<file path="config.mk">
export PLATFORM = sky130hd
export DESIGN_NAME = oserdes_ddr
export DESIGN_NICKNAME = d
export VERILOG_FILES = /design/src/rtl/oserdes_ddr.sv
export SDC_FILE = /design/constraint.sdc
export NUM_CORES = 1
export LEC_CHECK = 0
export ABC_AREA = 1
export BUFFER_PORTS_ARGS = -buffer_cell sky130_fd_sc_hd__buf_4
export CAP_MARGIN = 10
export CORE_MARGIN = 2
export CORE_UTILIZATION = 50
export DETAILED_ROUTE_END_ITERATION = 10
export PLACE_DENSITY = 0.71
export SLEW_MARGIN = 30
export SYNTH_ARGS = -nofsm -noshare
export SYNTH_HDL_FRONTEND = slang
export SYNTH_SLANG_ARGS = --single-unit
</file>
<file path="constraint.sdc">
create_clock -name clk -period 1.7 [get_ports clk]
set_input_delay 0.255 -clock clk [delete_from_list [all_inputs] [get_ports clk]]
set_output_delay 0.255 -clock clk [all_outputs]
set_load 0.02 [all_outputs]
</file>
<file path="src/rtl/oserdes_ddr.sv">
// Parallel-to-DDR serialiser: per lane, it feeds two bits per clock to an external DDR output
// primitive. A one-entry hold register sits in front of a shift register so that words stream
// back to back with no gap.
module oserdes_ddr #(
  parameter int unsigned WIDTH     = 8,
  parameter int unsigned LANES     = 1,
  parameter logic        INIT      = 1'b0,
  parameter bit          MSB_FIRST = 1'b1
) (
  input  logic                     clk,
  input  logic                     resetn,
  input  logic                     ce,
  input  logic [WIDTH*LANES-1:0]   s_data,
  input  logic                     s_valid,
  output logic                     s_ready,
  output logic [LANES-1:0]         d0,
  output logic [LANES-1:0]         d1,
  output logic                     active,
  output logic                     underrun,
  output logic [7:0]               underrun_count
);

  localparam int unsigned BEATS = WIDTH / 2;
  localparam int unsigned CW    = (BEATS > 1) ? $clog2(BEATS) : 1;
  localparam int unsigned DW    = WIDTH * LANES;
  localparam logic [CW-1:0] LAST_BEAT = CW'(BEATS - 1);

  typedef enum logic {IDLE = 1'b0, RUN = 1'b1} state_t;

  state_t            state_q, state_d;
  logic [DW-1:0]     hold_q, hold_d;
  logic              hold_full_q, hold_full_d;
  logic [DW-1:0]     sr_q, sr_d;
  logic [CW-1:0]     cnt_q, cnt_d;
  logic [LANES-1:0]  d0_q, d0_d, d1_q, d1_d;
  logic              underrun_q, underrun_d;
  logic [7:0]        ucnt_q, ucnt_d;

  logic last_c, load_c, fin_c, accept_c;

  assign last_c   = (cnt_q == LAST_BEAT);
  assign load_c   = ce && hold_full_q && ((state_q == IDLE) || last_c);
  assign fin_c    = ce && (state_q == RUN) && last_c && !hold_full_q;
  assign s_ready  = (!hold_full_q || load_c) && resetn && ce;
  assign accept_c = s_valid && s_ready;

  // State register
  always_ff @(posedge clk) begin
    if (!resetn) state_q <= IDLE;
    else         state_q <= state_d;
  end

  // Next state
  always_comb begin
    state_d = state_q;
    if (load_c)     state_d = RUN;
    else if (fin_c) state_d = IDLE;
  end

  // Datapath and output next values; ce low leaves everything at its current value
  always_comb begin
    hold_d      = hold_q;
    hold_full_d = hold_full_q;
    sr_d        = sr_q;
    cnt_d       = cnt_q;
    d0_d        = d0_q;
    d1_d        = d1_q;
    underrun_d  = 1'b0;
    ucnt_d      = ucnt_q;
    if (ce) begin
      underrun_d = fin_c;
      if (fin_c && (ucnt_q != 8'hFF)) ucnt_d = ucnt_q + 8'd1;
      if (load_c) begin
        cnt_d       = '0;
        hold_full_d = 1'b0;
        for (int unsigned i = 0; i < LANES; i++) begin
          if (MSB_FIRST) begin
            d0_d[i]                   = hold_q[i*WIDTH + WIDTH - 1];
            d1_d[i]                   = hold_q[i*WIDTH + WIDTH - 2];
            sr_d[i*WIDTH +: WIDTH]    = hold_q[i*WIDTH +: WIDTH] << 2;
          end else begin
            d0_d[i]                   = hold_q[i*WIDTH];
            d1_d[i]                   = hold_q[i*WIDTH + 1];
            sr_d[i*WIDTH +: WIDTH]    = hold_q[i*WIDTH +: WIDTH] >> 2;
          end
        end
      end else if (state_q == RUN) begin
        if (last_c) begin
          cnt_d = '0;
          d0_d  = {LANES{INIT}};
          d1_d  = {LANES{INIT}};
        end else begin
          cnt_d = cnt_q + CW'(1);
          // The shift register keeps the next pair at its output end
          for (int unsigned i = 0; i < LANES; i++) begin
            if (MSB_FIRST) begin
              d0_d[i]                = sr_q[i*WIDTH + WIDTH - 1];
              d1_d[i]                = sr_q[i*WIDTH + WIDTH - 2];
              sr_d[i*WIDTH +: WIDTH] = sr_q[i*WIDTH +: WIDTH] << 2;
            end else begin
              d0_d[i]                = sr_q[i*WIDTH];
              d1_d[i]                = sr_q[i*WIDTH + 1];
              sr_d[i*WIDTH +: WIDTH] = sr_q[i*WIDTH +: WIDTH] >> 2;
            end
          end
        end
      end
      if (accept_c) begin
        hold_d      = s_data;
        hold_full_d = 1'b1;
      end
    end
  end

  always_ff @(posedge clk) begin
    if (!resetn) begin
      hold_q      <= '0;
      hold_full_q <= 1'b0;
      sr_q        <= '0;
      cnt_q       <= '0;
      d0_q        <= {LANES{INIT}};
      d1_q        <= {LANES{INIT}};
      underrun_q  <= 1'b0;
      ucnt_q      <= 8'd0;
    end else begin
      hold_q      <= hold_d;
      hold_full_q <= hold_full_d;
      sr_q        <= sr_d;
      cnt_q       <= cnt_d;
      d0_q        <= d0_d;
      d1_q        <= d1_d;
      underrun_q  <= underrun_d;
      ucnt_q      <= ucnt_d;
    end
  end

  assign d0             = d0_q;
  assign d1             = d1_q;
  assign active         = (state_q == RUN);
  assign underrun       = underrun_q & ce;
  assign underrun_count = ucnt_q;

endmodule

</file>
[After elaboration in Yosys (flattened, before gate mapping)]
Cells that the tools add are included.
Cells by class
  equality and inequality tests: 3
  multiplexer cells: 16
  bitwise gates (word level): 2
  add/sub/neg operators: 2
  reduce and logical (&&, ||, !) cells: 21
Operators by type and width (number)
  $mux W8: 3
  $mux W1: 10
  $reduce_and A2 Y1: 5
  $logic_and A1 B1 Y1: 9
  $add A8 B1 Y8 const B: 1
  $ne A8 B8 Y1 const B: 1
  $mux W2: 3
  $reduce_bool A2 Y1: 3
  $reduce_and A3 Y1: 1
  $add A2 B1 Y2 const B: 1
  $eq A2 B2 Y1 const B: 1
  $logic_or A1 B1 Y1: 2
  $ne A2 B1 Y1 const B: 1
  $and A1 B1 Y1: 1
  $logic_not A1 Y1: 1
  $not A1 Y1: 1
Word-level totals
  output and inout bits: 13
  bits in registers: 31
  input bits: 12
  logic and storage cells: 53

[Longest topological paths before layout]
  depth in word-level cells: 9
  mapped depth: 9
  gate-level depth less buffers: 9

[Worst setup path after synthesis]
Ideal clock, no wire load.
  kind: register -> register
  start point: register ucnt_q[0], in the netlist underrun_count[0]
  end point: register ucnt_q[4], in the netlist underrun_count[4]
  cell stages (with the launch flop): 10
  path buffers: 1
  setup time: 113 ps
  slack: 258 ps
  period minus slack after synthesis: 1442 ps
  data required time: 1587 ps
  data arrival time: 1329 ps
  cell sequence: dfxtp_1 ha_1 nand2_1 nor2_1 nand2_1 buf_2 nand3_1 nand2_1 nand2_1 nor2_1
On the way
  longest elaborated chain between the ends: 3
  elaborated cells between the ends (all ways): 4
  those cells by class: add/sub: 1; eq/ne: 1; reduce/logical: 2
Ends and longest elaborated chain
  start: declaration: line 37  | logic [7:0] ucnt_q, ucnt_d;
  start signal: assignment: line 133  | ucnt_q <= ucnt_d;
  parallel branches: the longest is 3 deep, another holds $add A8 B1 Y8
Parallel ways; which one is timed is not known.
A chain may end at the register's enable or synchronous reset.

[Worst setup path in the final report]
  start point: register cnt_q[0]
  end point: output s_ready
On the way
  longest elaborated chain between the ends: 6
Ends and longest elaborated chain
  start: declaration: line 34  | logic [CW-1:0] cnt_q, cnt_d;
  start signal: assignment: line 129  | cnt_q <= cnt_d;
  $eq A2 B2 Y1: line 41  | assign last_c = (cnt_q == LAST_BEAT);
  $logic_or A1 B1 Y1: line 42  | assign load_c = ce && hold_full_q && ((state_q == IDLE) || last_c);
  $logic_and A1 B1 Y1: line 42
  $logic_or A1 B1 Y1: line 44  | assign s_ready = (!hold_full_q || load_c) && resetn && ce;
  $logic_and A1 B1 Y1 (2 in series): line 44
  end: declaration: line 15  | output logic s_ready,
No other way between the ends.

==> impl_metrics.toml <==
[outcome]
status = "finished clean"

[floorplanning]
die_area_mm2 = 0.003078
rows = 18
die_y_um = 55.48
fp.dieW_um = 55.48
core_mm2 = 0.002500
ios = 25
start_util = 0.5300

[drt]
ant_nets = 0
drtIter0Drc = 37
post-route-drc-count = 0
dr.pass1.iters = 4
dr_total_vias = 1303
routed_via_density = 5.318
wl_per_cell_um = 11.65
drt_wl_total_um = 2855

[place]
port_buffers = 24
dpl_cell_area_mm2 = 0.001518
hpwl_um = 2036
globalplace.congestion = 0.7990

[yosys]
synth_ff_type = "dfxtp_1"
ys_warn_count = 0
yosys.cell_count.top_type = "nand2_1"
netlist_instances = 188
syn_area_mm2 = 0.001325
synthTopCellsByCount = "53 x nand2_1, 29 x dfxtp_1, 27 x nand3_1"
async_reset_ff_frac = 0
synth_cell_types = 23
synth_area_leaders = "dfxtp_1 44%, nand2_1 15%, nand3_1 10%"
synth_area_leader_cell = "dfxtp_1"
synth_top_area_share = 0.4381
synth.net_count = 202
ys_ff_latch = 29
ys_seq_area_frac = 0.4381
syn_area_per_cell_um2 = 7.048
synth_edf_count = 0

[hold_path]
hold_class = "in2reg"
holdPathStages = 3
whs_endpoint = "hold_q[2]"
hp-start = "s_data[2]"

[sta]
rsz0062_at_grt = "no"
setup_viol = 0
fmax_ghz = 0.6168
drv_slew = 0
slew_headroom = 0.7944
final.setup.tns_ps = 0
post-route-period-util = 0.9537
finalWorstPathRequiredPeriod_ps = 1621
holdWs_ps = 169.5
tightest_slew_ps = 307.6
hold_viol = 0
skew_ps = 6.391

[worst_setup_path]
ff2ff_path_depth = 8
required_ps = 1440
worst-setup-path-type = "reg2out"
critPathMaxFanout = 4
rr_startpoint = "underrun_count[0]"
reg2reg_slack_ps = 180
end_kind = "output port"
crit_arrival_ps = 1370
worstSetupStartpointType = "flop"
r2r_end = "underrun_count[7]"

[pwr]
vdd_ir_drop_max_mv = 0.6316
netSwitchingFraction = 0.2453
p_per_area_mw_per_mm2 = 800.4
p_sw_w = 0.0003125
p_leak_nw = 0.7397
internal_power_w = 0.0009613
p_clk_frac = 0.320
power_frac_comb = 0.109
seqPwrFrac = 0.571

[global_routing]
grt_max_degree = 27
grt_overflow = 0
grt_pass1_wl_um = 4961
antenna_found_initial = 0
grt_use_total = 0.1973
grt_pass1_vias = 1148

[final_layout]
drive_gt1_frac = 0.2047
fillerInstances = 230
final_area_mm2 = 0.001592
fin_nets = 229
syn_to_final_growth_pct = 20.11
diodes = 0

[clock_network]
clk_latency_ps = 310
cts.clk_slew.worst_paths_ps = 80
cts_sinks = 29
clk_path_buf_depth = 2
htree_levels = 2
cts_buffers = 5
cts_tree = "built"
clock_tree.root_cell = "clkbuf_4"

[job]
maxCapViolCount = 0
cells in the final DEF, fill, tap and decap left out, types with 2 or more instances in the layout:
cell      count
clkbuf_4      5
a31oi_1       3
nand3_2       3
nor2_1       13
nand4_1       4
inv_1        19
nand3_1      27
a21oi_1       8
nand2_2       4
nand2_1      51
inv_2         2
dfxtp_1      29
buf_4        26
o22ai_1       2
nor3_1        2
o21ai_0       9
final cells by class:
type | instances | area, µm² | area share
Inverter | 21 | 78.83 | 0.04953
Timing Repair Buffer | 26 | 195.2 | 0.1226
Sequential cell | 29 | 580.6 | 0.3648
Multi-Input combinational cell | 132 | 644.4 | 0.4049
Clock buffer | 7 | 55.05 | 0.03459
Tap cell | 30 | 37.54 | 0.02358
worst max-delay path, cell delays in order, from the launching register on:
cell and delay, ps:
dfxtp_1 330, ha_2 210, inv_2 90, nand2_2 80
o21ai_2 140, inv_2 60, buf_4 150
per-layer routing:
metal | GRT usage | up-vias | wire [µm] | part of all wire
met5 | 0 | - | 0 | 0
met4 | 0.06620 | 0 | 34 | 0.012
met3 | 0.04215 | 5 | 120 | 0.042
met2 | 0.2976 | 29 | 1230 | 0.43
met1 | 0.2794 | 605 | 1470 | 0.51
li1 | - | 664 | - | -
logic make-up after synthesis:
logic type / Yosys count / share of synthesized area
and+or+nand+nor: 106 / 0.3617
adders and majority gates: 2 / 0.01888
buffers and inverters: 27 / 0.08404
DFF: 29 / 0.4382
AOI/OAI and AO/OA: 24 / 0.09726
registers in the layout (all words and copies together) (netlist names):
name,count
hold_q,8
underrun_count,8
sr_q,6
cnt_q,2
active,1
d0,1
d1,1
hold_full_q,1
underrun_q,1
worst max-delay path by stage:
stage	start	end	slack [ps]	cells past startpoint
after floorplan	underrun_count[0]	underrun_count[4]	260	9
after global placement	underrun_count[0]	underrun_count[7]	130	8
after detailed placement	underrun_count[0]	underrun_count[7]	110	8
after CTS	cnt_q[0]	s_ready	30	6
after global routing	cnt_q[0]	s_ready	5	6
final	cnt_q[0]	s_ready	80	6
power by group through the flow:
stage	sequential (W)	combinational, W	clock, W
detailed placement	0.000743	0.000134	0
global placement	0.000743	0.000132	0
global route	0.000733	0.000156	0.000440
finish	0.000728	0.000138	0.000408
CTS	0.000727	0.000139	0.000417
floorplan	0.000745	0.0000782	0
per-stage QoR:
step | instances | power, W | utilization | worst slack, ps
CTS | 245 | 0.001283 | 0.6346 | 29.63
global route | 245 | 0.001329 | 0.6366 | 4.913
global placement | 237 | 0.0008745 | 0.6071 | 132.0
floorplan | 188 | 0.0008231 | - | 257.6
finish | 245 | 0.001274 | 0.6366 | 78.64
detailed placement | 237 | 0.0008774 | 0.6071 | 106.8
repair_timing:
action | 4_1_cts | 5_1_grt
gates resized for setup | 2 | 2
setup endpoints to repair | 1 | 5
hold buffers | 0 | 0
buffers inserted | 1 | 0
cloned | 0 | 0
(Power assumes the default switching activity.)
